===== src/rtl/fp_gray_sum_pkg.sv =====
// ============================================================================
// gray_sum_pkg : shared types and constants for the fp_gray_sum datapath
// Revision 1.0 - initial release
// ============================================================================
`default_nettype none

package gray_sum_pkg;

    typedef enum logic [2:0] {
        IDLE  = 3'd0,
        LOAD  = 3'd1,
        ALIGN = 3'd2,
        ADD   = 3'd3,
        NORM  = 3'd4,
        TOINT = 3'd5,
        DONE  = 3'd6
    } state_t;

    localparam logic [31:0] DEF_RED_CONSTANT   = 32'h3e99096c;
    localparam logic [31:0] DEF_GREEN_CONSTANT = 32'h3f1645a2;
    localparam logic [31:0] DEF_BLUE_CONSTANT  = 32'h3de978d5;
    localparam int          DEF_BIAS           = 127;

    localparam int ACC_M_W = 25;
    localparam int ACC_E_W = 10;
    localparam int DIFF_W  = ACC_E_W + 1;
    localparam int CNT_W   = 5;

    localparam logic signed [ACC_E_W-1:0] ACC_E_ONE = 1;
    localparam logic signed [DIFF_W-1:0]  DIFF_ONE  = 1;
    localparam logic signed [DIFF_W-1:0]  MAX_SHIFT = 24;

    // Unbiased exponent of a rebuilt channel product
    function automatic logic signed [ACC_E_W-1:0] prod_exp(input int pix_exp, input int k_exp,
                                                           input int shift, input int bias);
        int e;
        e = pix_exp + k_exp - 2 * bias + 1 - shift;
        return ACC_E_W'(e);
    endfunction

endpackage

`default_nettype wire


===== src/rtl/fp_add_iter.sv =====
// ============================================================================
// fp_add_iter : iterative align/add/normalize of two positive floats
// Revision 1.0 - initial release
// ============================================================================
`default_nettype none

module fp_add_iter
    import gray_sum_pkg::*;
(
    input  logic                      clk,
    input  logic                      rst_n,
    input  logic                      en,
    input  logic                      start,
    input  logic [ACC_M_W-1:0]        a_m,
    input  logic signed [ACC_E_W-1:0] a_e,
    input  logic [ACC_M_W-1:0]        b_m,
    input  logic signed [ACC_E_W-1:0] b_e,
    output logic                      done,
    output logic [ACC_M_W-1:0]        sum_m,
    output logic signed [ACC_E_W-1:0] sum_e
);

    state_t                      state, next_state;
    logic [ACC_M_W-1:0]          acc_m, op_m;
    logic signed [ACC_E_W-1:0]   acc_e, op_e;
    logic signed [DIFF_W-1:0]    diff;
    logic                        align_last;

    assign diff = {acc_e[ACC_E_W-1], acc_e} - {op_e[ACC_E_W-1], op_e};

    // ALIGN ends on the cycle whose shift makes the exponents equal
    assign align_last = (acc_m == '0) || (op_m == '0) || (diff == '0) ||
                        (diff == DIFF_ONE) || (diff == -DIFF_ONE) ||
                        (diff > MAX_SHIFT) || (diff < -MAX_SHIFT);

    assign sum_m = acc_m[ACC_M_W-1] ? (acc_m >> 1) : acc_m;
    assign sum_e = acc_m[ACC_M_W-1] ? (acc_e + ACC_E_ONE) : acc_e;
    assign done  = (state == NORM);

    always_ff @(posedge clk or negedge rst_n) begin
        if (!rst_n) begin
            state <= IDLE;
        end else if (en) begin
            state <= next_state;
        end
    end

    always_comb begin
        next_state = state;
        case (state)
            IDLE:    if (start) next_state = ALIGN;
            ALIGN:   if (align_last) next_state = ADD;
            ADD:     next_state = NORM;
            NORM:    next_state = start ? ALIGN : IDLE;
            default: next_state = IDLE;
        endcase
    end

    always_ff @(posedge clk or negedge rst_n) begin
        if (!rst_n) begin
            acc_m <= '0;
            acc_e <= '0;
            op_m  <= '0;
            op_e  <= '0;
        end else if (en) begin
            if (start && (state == IDLE || state == NORM)) begin
                acc_m <= a_m;
                acc_e <= a_e;
                op_m  <= b_m;
                op_e  <= b_e;
            end else begin
                case (state)
                    ALIGN: begin
                        if (op_m != '0) begin
                            if (acc_m == '0) begin
                                acc_e <= op_e;
                            end else if (diff > MAX_SHIFT) begin
                                op_m <= '0;
                            end else if (diff < -MAX_SHIFT) begin
                                acc_m <= '0;
                                acc_e <= op_e;
                            end else if (diff > 0) begin
                                op_m <= op_m >> 1;
                                op_e <= op_e + ACC_E_ONE;
                            end else if (diff < 0) begin
                                acc_m <= acc_m >> 1;
                                acc_e <= acc_e + ACC_E_ONE;
                            end
                        end
                    end
                    ADD: acc_m <= acc_m + op_m;
                    NORM: begin
                        acc_m <= sum_m;
                        acc_e <= sum_e;
                    end
                    default: ;
                endcase
            end
        end
    end

endmodule

`default_nettype wire


===== src/rtl/fp_gray_sum.sv =====
// ============================================================================
// fp_gray_sum : weighted RGB float sum converted to a rounded 8-bit gray pixel
// Revision 1.0 - initial release
// ============================================================================
`default_nettype none

module fp_gray_sum
    import gray_sum_pkg::*;
#(
    parameter logic [31:0] RED_CONSTANT   = DEF_RED_CONSTANT,
    parameter logic [31:0] GREEN_CONSTANT = DEF_GREEN_CONSTANT,
    parameter logic [31:0] BLUE_CONSTANT  = DEF_BLUE_CONSTANT,
    parameter int          PIXEL_WIDTH    = 8,
    parameter int          MANTISSA_WIDTH = 23,
    parameter int          EXPONENT_WIDTH = 8,
    parameter int          BIAS           = DEF_BIAS
)(
    input  logic                      clk_i_gray_sum,
    input  logic                      rstn_i_gray_sum,
    input  logic                      en_i_gray_sum,
    input  logic                      mult_done_i,
    input  logic [MANTISSA_WIDTH:0]   mant_R_i,
    input  logic [MANTISSA_WIDTH:0]   mant_G_i,
    input  logic [MANTISSA_WIDTH:0]   mant_B_i,
    input  logic [4:0]                shift_R_i,
    input  logic [4:0]                shift_G_i,
    input  logic [4:0]                shift_B_i,
    input  logic [EXPONENT_WIDTH-1:0] pix_exp_R_i,
    input  logic [EXPONENT_WIDTH-1:0] pix_exp_G_i,
    input  logic [EXPONENT_WIDTH-1:0] pix_exp_B_i,
    input  logic                      pix_zero_R_i,
    input  logic                      pix_zero_G_i,
    input  logic                      pix_zero_B_i,
    output logic [PIXEL_WIDTH-1:0]    gray_o,
    output logic                      gray_valid_o,
    output logic                      busy_o
);

    localparam logic signed [ACC_E_W-1:0] E_SAT = ACC_E_W'(PIXEL_WIDTH);
    localparam logic signed [ACC_E_W-1:0] E_MIN = -1;

    state_t                      state, next_state;
    logic                        done_q, start_edge, pass;
    logic [MANTISSA_WIDTH:0]     mant_r, mant_g, mant_b;
    logic [4:0]                  shift_r, shift_g, shift_b;
    logic [EXPONENT_WIDTH-1:0]   pexp_r, pexp_g, pexp_b;
    logic                        zero_r, zero_g, zero_b;
    logic signed [ACC_E_W-1:0]   e_r, e_g, e_b;

    logic                        add_start, add_done;
    logic [ACC_M_W-1:0]          add_a_m, add_b_m, sum_m;
    logic signed [ACC_E_W-1:0]   add_a_e, add_b_e, sum_e;

    logic [ACC_M_W-1:0]          tm;
    logic [CNT_W-1:0]            cnt;
    logic                        rnd, sat, zero_res, to_finish;
    logic [PIXEL_WIDTH:0]        rounded;
    logic [PIXEL_WIDTH-1:0]      result;

    // Edge register resets high so a level still present after reset is not a start
    assign start_edge = mult_done_i & ~done_q;

    assign e_r = prod_exp(int'(pexp_r), int'(RED_CONSTANT[MANTISSA_WIDTH +: EXPONENT_WIDTH]),
                          int'(shift_r), BIAS);
    assign e_g = prod_exp(int'(pexp_g), int'(GREEN_CONSTANT[MANTISSA_WIDTH +: EXPONENT_WIDTH]),
                          int'(shift_g), BIAS);
    assign e_b = prod_exp(int'(pexp_b), int'(BLUE_CONSTANT[MANTISSA_WIDTH +: EXPONENT_WIDTH]),
                          int'(shift_b), BIAS);

    assign rounded   = {1'b0, tm[PIXEL_WIDTH-1:0]} + {{PIXEL_WIDTH{1'b0}}, rnd};
    assign to_finish = sat | zero_res | (cnt == '0);
    assign result    = sat      ? '1 :
                       zero_res ? '0 :
                       rounded[PIXEL_WIDTH] ? '1 : rounded[PIXEL_WIDTH-1:0];

    assign gray_valid_o = (state == DONE);
    assign busy_o       = (state != IDLE);

    fp_add_iter u_add (
        .clk   (clk_i_gray_sum),
        .rst_n (rstn_i_gray_sum),
        .en    (en_i_gray_sum),
        .start (add_start),
        .a_m   (add_a_m),
        .a_e   (add_a_e),
        .b_m   (add_b_m),
        .b_e   (add_b_e),
        .done  (add_done),
        .sum_m (sum_m),
        .sum_e (sum_e)
    );

    always_ff @(posedge clk_i_gray_sum or negedge rstn_i_gray_sum) begin
        if (!rstn_i_gray_sum) begin
            state <= IDLE;
        end else if (en_i_gray_sum) begin
            state <= next_state;
        end
    end

    // The adder runs while the top sits in ALIGN; its done chains the B pass
    always_comb begin
        next_state = state;
        add_start  = 1'b0;
        add_a_m    = '0;
        add_a_e    = '0;
        add_b_m    = '0;
        add_b_e    = '0;
        case (state)
            IDLE: if (start_edge) next_state = LOAD;
            LOAD: begin
                add_start  = 1'b1;
                add_a_m    = zero_r ? '0 : ACC_M_W'(mant_r);
                add_a_e    = e_r;
                add_b_m    = zero_g ? '0 : ACC_M_W'(mant_g);
                add_b_e    = e_g;
                next_state = ALIGN;
            end
            ALIGN: begin
                if (add_done) begin
                    if (!pass) begin
                        add_start = 1'b1;
                        add_a_m   = sum_m;
                        add_a_e   = sum_e;
                        add_b_m   = zero_b ? '0 : ACC_M_W'(mant_b);
                        add_b_e   = e_b;
                    end else begin
                        next_state = TOINT;
                    end
                end
            end
            TOINT:   if (to_finish) next_state = DONE;
            DONE:    next_state = IDLE;
            default: next_state = IDLE;
        endcase
    end

    always_ff @(posedge clk_i_gray_sum or negedge rstn_i_gray_sum) begin
        if (!rstn_i_gray_sum) begin
            done_q   <= 1'b1;
            pass     <= 1'b0;
            mant_r   <= '0;
            mant_g   <= '0;
            mant_b   <= '0;
            shift_r  <= '0;
            shift_g  <= '0;
            shift_b  <= '0;
            pexp_r   <= '0;
            pexp_g   <= '0;
            pexp_b   <= '0;
            zero_r   <= 1'b0;
            zero_g   <= 1'b0;
            zero_b   <= 1'b0;
            tm       <= '0;
            cnt      <= '0;
            rnd      <= 1'b0;
            sat      <= 1'b0;
            zero_res <= 1'b0;
            gray_o   <= '0;
        end else if (en_i_gray_sum) begin
            done_q <= mult_done_i;
            case (state)
                IDLE: begin
                    if (start_edge) begin
                        pass    <= 1'b0;
                        mant_r  <= mant_R_i;
                        mant_g  <= mant_G_i;
                        mant_b  <= mant_B_i;
                        shift_r <= shift_R_i;
                        shift_g <= shift_G_i;
                        shift_b <= shift_B_i;
                        pexp_r  <= pix_exp_R_i;
                        pexp_g  <= pix_exp_G_i;
                        pexp_b  <= pix_exp_B_i;
                        zero_r  <= pix_zero_R_i;
                        zero_g  <= pix_zero_G_i;
                        zero_b  <= pix_zero_B_i;
                    end
                end
                ALIGN: begin
                    if (add_done) begin
                        if (!pass) begin
                            pass <= 1'b1;
                        end else begin
                            tm       <= sum_m;
                            cnt      <= CNT_W'(MANTISSA_WIDTH - int'(sum_e));
                            rnd      <= 1'b0;
                            sat      <= (sum_e >= E_SAT);
                            zero_res <= (sum_e < E_MIN) || (sum_m == '0);
                        end
                    end
                end
                TOINT: begin
                    if (to_finish) begin
                        gray_o <= result;
                    end else begin
                        rnd <= tm[0];
                        tm  <= tm >> 1;
                        cnt <= cnt - 1'b1;
                    end
                end
                default: ;
            endcase
        end
    end

endmodule

`default_nettype wire


===== config.mk =====
export PLATFORM = sky130hd
export DESIGN_NAME = fp_gray_sum
export DESIGN_NICKNAME = d
export VERILOG_FILES = /design/src/rtl/fp_gray_sum_pkg.sv /design/src/rtl/fp_add_iter.sv /design/src/rtl/fp_gray_sum.sv
export SDC_FILE = /design/constraint.sdc
export NUM_CORES = 1
export LEC_CHECK = 0
export ABC_AREA = 1
export BUFFER_PORTS_ARGS = -buffer_cell sky130_fd_sc_hd__clkbuf_2
export CORE_UTILIZATION = 56
export CTS_CLUSTER_DIAMETER = 100
export CTS_CLUSTER_SIZE = 28
export DETAILED_ROUTE_END_ITERATION = 8
export GPL_TIMING_DRIVEN = 1
export HOLD_SLACK_MARGIN = 0.02
export PLACE_DENSITY = 0.76
export SYNTH_ARGS = -nofsm -noshare
export SYNTH_HDL_FRONTEND = slang
export SYNTH_HIERARCHICAL = 1
export SYNTH_SLANG_ARGS = --single-unit

===== constraint.sdc =====
create_clock -name clk_i_gray_sum -period 2.6 [get_ports clk_i_gray_sum]
set_input_delay 0.52 -clock clk_i_gray_sum [delete_from_list [all_inputs] [get_ports clk_i_gray_sum]]
set_output_delay 0.52 -clock clk_i_gray_sum [all_outputs]
set_load 0.02 [all_outputs]

==> results of run 1 <==
[logic make-up (layout without fill, tap and decap cells)]
family	Yosys count	after routing	synth area share (%)
simple gates	1351	1352	34.66
xor+xnor	21	21	1.104
compound gates	392	392	13.16
fa+ha+maj	80	80	6.235
flops	233	233	35.01
mux	2	2	0.1202
buf+inv	376	515	9.667
other cells	2	2	0.04509
[state kept, by name, summed over array words and instances, names as in the netlist, 10 cells and up]
signal,count
mant_b,24
u_add/acc_m,25
u_add/op_m,25
u_add/acc_e,10
tm,25
mant_g,24
u_add/op_e,10
mant_r,24
[power by group]
part	total (mW)	leakage [nW]	internal (mW)	switching (mW)
Sequential	5.94	2.99	4.96	0.978
Clock	2.41	0.209	1.06	1.34
Combinational	13.2	6.58	4.83	8.41
Total	21.6	9.78	10.9	10.7
[synth_stat cells, types with 2 or more instances]
cell type | number | share of area [%]
a21o_1 | 2 | 0.090
a21oi_1 | 87 | 2.6
a21oi_2 | 2 | 0.11
a22oi_1 | 2 | 0.090
a31oi_1 | 30 | 1.1
buf_1 | 2 | 0.045
buf_12 | 3 | 0.36
buf_2 | 25 | 0.75
buf_4 | 15 | 0.68
buf_6 | 8 | 0.54
clkbuf_1 | 53 | 1.2
conb_1 | 2 | 0.045
dfrtp_1 | 232 | 35
fa_1 | 5 | 0.60
ha_1 | 75 | 5.6
inv_1 | 259 | 5.8
inv_2 | 9 | 0.20
mux2i_1 | 2 | 0.12
nand2_1 | 824 | 19
nand2_2 | 36 | 1.4
nand2_4 | 3 | 0.20
nand3_1 | 202 | 6.1
nand3_2 | 4 | 0.24
nand3b_1 | 6 | 0.27
nand4_1 | 37 | 1.4
nor2_1 | 166 | 3.7
nor2_2 | 6 | 0.23
nor2_4 | 4 | 0.27
nor3_1 | 14 | 0.42
nor4_1 | 7 | 0.26
o21a_1 | 3 | 0.14
o21ai_0 | 193 | 5.8
o21ai_1 | 21 | 0.63
o21ai_2 | 31 | 1.6
o21bai_1 | 6 | 0.27
o22ai_1 | 10 | 0.38
or2_1 | 2 | 0.075
or2_2 | 36 | 1.4
xnor2_1 | 6 | 0.32
xor2_1 | 15 | 0.79
[final cells by class]
type	count	share of cell area (%)
inverter	270	5.426
sequential	233	30.99
tap	384	2.553
clock inverter	3	0.3125
multi-input combinational	1849	50.05
timing repair buffer	225	8.703
clock buffer	17	1.968
[routing by layer]
metal / global-route usage (%) / part of all wire, % / wire length (um)
met1: 45.83 / 45 / 21950
met2: 49.07 / 45 / 21740
met3: 3.543 / 7.0 / 3407
met4: 8.808 / 2.6 / 1246
met5: 0 / 0 / 0
[worst reg2reg max path, delay by kind of cell, from the launching register on]
family                   cells  cell delay [ps]
flip-flops                   1              390
adder cells (fa/ha/maj)      2              520
AND/OR/NAND/NOR             11             1030
buffers and inverters        3              280
XOR/XNOR                     1              210
[what timing repair did]
action	4_1_cts	5_1_grt
resized for setup	3	43
setup buffers	1	9
cloned	0	6
endpoints found under the setup margin	9	74
pin swaps	0	6
hold buffers	1	0
hold endpoints to repair	53	0
[path summary, 6_finish.rpt]
check	startpoint	to	slack [ps]	depth (start not counted)
min in group asynchronous	rstn_i_gray_sum	gray_o[7]	550	2
max in group asynchronous	rstn_i_gray_sum	pexp_b[7]	1360	3
min	mant_G_i[6]	mant_g[6]	190	3
max reg2reg	u_add/acc_e[0]	u_add/acc_e[2]	60	17
min reg2reg	zero_r	zero_r	480	2
max	u_add/acc_e[0]	u_add/acc_e[2]	60	17
==> results_dict.tcl, run 1 <==
set metrics [dict create \
    leakagePower_nw 9.781 \
    fin_crit_ps 2536 \
    layout-drive-gt1-share_pct 15.94 \
    setup-tns-final_ps 0 \
    worst_pin_slew_ps 820.5 \
    ys_seq_elements 233 \
    final_common_cell "nand2_1" \
    seq_area_frac_synth_pct 35.01 \
    num_antenna_cells 0 \
    synthToLayoutAreaGrowth_pct 12.97 \
    cp_max_fo 8 \
    setup_slack_ps 63.59 \
    viasPerCell 5.582 \
    cts_buffers 13 \
    syn_nets 2655 \
    total_power_mw 21.59 \
    startpoint_type "flip-flop" \
    avgSynthCellArea_sq_um 6.779 \
    cts_tree "built" \
    drt.antenna.violating_nets 0 \
    yosysWarnings 6 \
    dp_cells 2944 \
    fin_crit_sh_pct 97.55 \
    yosys.cell_types.count 52 \
    dp_slack_ps -19.88 \
    num_rows 62 \
    syn_inst 2457 \
    maxSlewViolCount 0 \
    grt_remaining_overflow 0 \
    crit_arrival_ps 2920 \
    dr.first_iter.drc_count 1782 \
    dp_hpwl_mm 35.63 \
    final_cells 2981 \
    grt_antenna_before_repair 0 \
    design_area_sq_mm 0.01882 \
    end_kind "flip-flop" \
    path_class "reg -> reg" \
    maxCapViolCount 0 \
    ioPinCount 128 \
    async_flop_share_pct 100.0 \
    drt_wl_total_mm 48.35 \
    hold_viol 0 \
    wl_per_cell_um 16.22 \
    drtPass1Iterations 6 \
    cts_buffer_depth 3 \
    peakVddDrop_v 0.0007012 \
    synth_edf_count 0 \
    maxSlewHeadroom_pct 44.73 \
    mostFrequentLayoutCells "nand2_1, inv_1, dfrtp_1, nand3_1, o21ai_0" \
    dpl_cell_area_sq_mm 0.01796 \
    finalClockSkew_ps 30.83 \
    fmax_mhz 394.3 \
    max_stage_delay_ps 390 \
    track_usage_pct 31.39 \
    nets 2790 \
    die_x_um 174.5 \
    synthFlopType "dfrtp_1" \
    grt_setup_unrepaired "yes" \
    h-tree-depth 1 \
    path_delay_family "simple AND/OR/NAND/NOR gates" \
    start_util_pct 57.41 \
    path_clk_slew_ps 110 \
    critPathSlowestCell "dfrtp_1" \
    final_util_pct 64.86 \
    core-area_sq_mm 0.02901 \
    crit_buf_inv 3 \
    dieArea_sq_mm 0.03044 \
    drc 0 \
    cp.required_ps 2990 \
    grt_max_degree 87 \
    port_buffers 127 \
    die_h_um 174.5 \
    grt_pass1_vias 15300 \
    cts_sinks 233 \
    grt_pass1_wl_mm 77.67 \
    worstHoldPathType "in -> reg" \
    synth_area_sq_mm 0.01666 \
    register_area_sq_mm 0.005832 \
    vias 16640 \
    multi_input_area_sq_mm 0.009418 \
    cts_root_buf "clkbuf_16" \
    setup_viol 0 \
    crit_chain "inv_1 > ha_1 > inv_1 > fa_2 > nand3_2 > nand3_2 > xor2_2 > nor2_1 > nor2_1 > nand2_2 > nand2_8 > nand3_2 > nand3_4 > clkbuf_16 > nor2_1 > nand2_1 > nand2_1" \
    status "complete, no violations" \
    fillCellCount 2646 \
    clkLatencyLatePin_ps 510 \
    place_congestion 0.9860 \
    powerDensity_mw_per_mm2 1147 \
    holdWs_ps 193.8 \
]
(Power assumes the default switching activity.)
==> inputs of run 2 (changes only) <==
BUFFER_PORTS_ARGS = -buffer_cell sky130_fd_sc_hd__buf_2   (was -buffer_cell sky130_fd_sc_hd__clkbuf_2)
CELL_PAD_IN_SITES_DETAIL_PLACEMENT = 1   (was unset)
CELL_PAD_IN_SITES_GLOBAL_PLACEMENT = 1   (was unset)
CORE_UTILIZATION = 40   (was 56)
CTS_BUF_LIST = sky130_fd_sc_hd__clkbuf_16   (was unset)
==> results_dict.tcl, run 2 (synthesis gave the netlist of run 1 again) <==
set metrics [dict create \
    status "finished, violations left" \
    violations "setup timing" \
    crit_arrival_ps 3140 \
    track_usage_pct 27.06 \
    die_h_um 206.1 \
    setup_slack_ps -117.1 \
    hold_viol 0 \
    final_cells 3155 \
    worstHoldPathType "in -> reg" \
    timing.critical_path.mode_cell "nand3_2" \
    regToRegSetupSlack_ps -120 \
    fin_crit_ps 2717 \
    design_area_sq_mm 0.01984 \
    maxCapViolCount 0 \
    cts_tree "built" \
    grt_setup_unrepaired "yes" \
    cp.required_ps 3020 \
    num_rows 74 \
    critPathSlowestCell "fa_2" \
    grt_use_met3_pct 2.018 \
    leakagePower_nw 10.10 \
    dp_cells 3107 \
    path_clk_slew_ps 110 \
    h-tree-depth 1 \
    drt_wl_total_mm 60.02 \
    grt_pass1_vias 17390 \
    cts_sinks 233 \
    end_kind "flip-flop" \
    viasPerCell 5.443 \
    core-area_sq_mm 0.04092 \
    cts_buffers 14 \
    busiest_layer "met2" \
    setup_viol 34 \
    multi_input_area_sq_mm 0.009881 \
    num_antenna_cells 0 \
    cts_buffer_depth 3 \
    fmax_mhz 368.0 \
    dp_hpwl_mm 42.87 \
    min-delay-start "mant_B_i[9]" \
    nets 2815 \
    holdPathStages 3 \
    path_class "reg -> reg" \
    final_common_cell "nand2_1" \
    dieArea_sq_mm 0.04246 \
    top_regs "tm: 25 flops, u_add/acc_m: 25 flops, u_add/op_m: 25 flops" \
    fin_crit_sh_pct 104.5 \
    r2r-start "u_add/acc_e[0]" \
    peakVddDrop_v 0.0005430 \
    total_power_mw 24.01 \
    final_util_pct 48.47 \
    grt_pass1_wl_mm 92.18 \
    powerDensity_mw_per_mm2 1210 \
    start_util_pct 40.70 \
    worst_pin_slew_ps 826.2 \
    fillCellCount 5321 \
    dpl_cell_area_sq_mm 0.01827 \
    grt_remaining_overflow 0 \
    ioPinCount 128 \
    cp_max_fo 12 \
    place_congestion 0.9135 \
    use_met2_pct 45.03 \
    dr.first_iter.drc_count 997 \
    use_met1_pct 37.55 \
    cts_root_buf "clkbuf_16" \
    maxSlewViolCount 0 \
    vias 17170 \
    drc 0 \
    critPathLaunch "u_add/acc_e[0]" \
    grt_max_degree 98 \
    layout-drive-gt1-share_pct 19.86 \
    reg2reg_depth 14 \
    clkLatencyLatePin_ps 530 \
    synthToLayoutAreaGrowth_pct 19.09 \
    mostFrequentLayoutCells "nand2_1, inv_1, dfrtp_1, o21ai_0, nor2_1" \
    grt_antenna_before_repair 0 \
    finalClockSkew_ps 39.87 \
    port_buffers 127 \
    maxSlewHeadroom_pct 44.34 \
    drt.antenna.violating_nets 0 \
    startpoint_type "flip-flop" \
    wl_per_cell_um 19.03 \
    die_x_um 206.1 \
    max_stage_delay_ps 410 \
    crit_chain "inv_1 > ha_2 > inv_2 > fa_2 > nand3_2 > nand3_2 > xor2_2 > nand3_1 > nand3b_1 > o21ai_4 > buf_12 > buf_16 > a31oi_1 > o21ai_2" \
    drtPass1Iterations 5 \
    setup-tns-final_ps -1388 \
    register_area_sq_mm 0.005834 \
]
-- run 2: changes by cell type in the layout (fill, tap and decap cells not counted), sizes merged --
cell / change
buf: +146
clkbuf: -124
clkinv: +2
clkinvlp: +1
inv: +1
-- run 2: cell type report --
cell class                      count  area share (%)
Clock buffer                       15           1.892
Clock inverter                      7          0.3532
Inverter                          270           5.210
Multi-Input combinational cell   1849           49.81
Sequential cell                   233           29.41
Tap cell                          532           3.356
Timing Repair Buffer              249           9.966
-- run 2: stage by stage --
stage                     setup slack, ps  hold WS, ps
after floorplan                     58.23        224.4
after global placement             -23.37        454.9
after detailed placement           -129.5        458.7
after CTS                          -9.149        170.3
after global routing               -223.7        177.7
final                              -117.1        179.8
-- run 2: timing repair --
action / 4_1_cts / 5_1_grt
pin swaps: 1 / 56
hold buffers: 1 / 0
hold endpoints to repair: 39 / 0
setup buffers: 1 / 12
cloned: 0 / 12
setup endpoints to repair: 66 / 75
resized for setup: 11 / 154
-- run 2: routing by layer --
layer,part of all wire (%),vias to the layer above
met5,0,-
met4,2.3,0
met3,4.4,87
met2,48,482
met1,45,8379
li1,-,8226
-- run 2: power breakdown --
group          switching (mW)  internal [mW]
clock network            1.44           1.11
registers                1.02           4.96
logic                    9.78           5.70
total                    12.2           11.8
-- run 2: final timing paths --
kind | endpoint
max in group asynchronous | u_add/state[0]
hold reg to reg | mant_g[0]
setup reg to reg | u_add/op_m[20]
min in group asynchronous | gray_o[7]
hold / removal | mant_b[9]
setup / recovery | u_add/op_m[20]
-- run 2: critical path, delay by kind of cell (launching register included) --
kind,cells,cell delay (ps)
xor gates and xnor gates,1,240
buffers and inverters,4,390
DFF,1,380
AOI/OAI and AO/OA,3,430
and+or+nand+nor,4,600
adders and majority gates,2,570
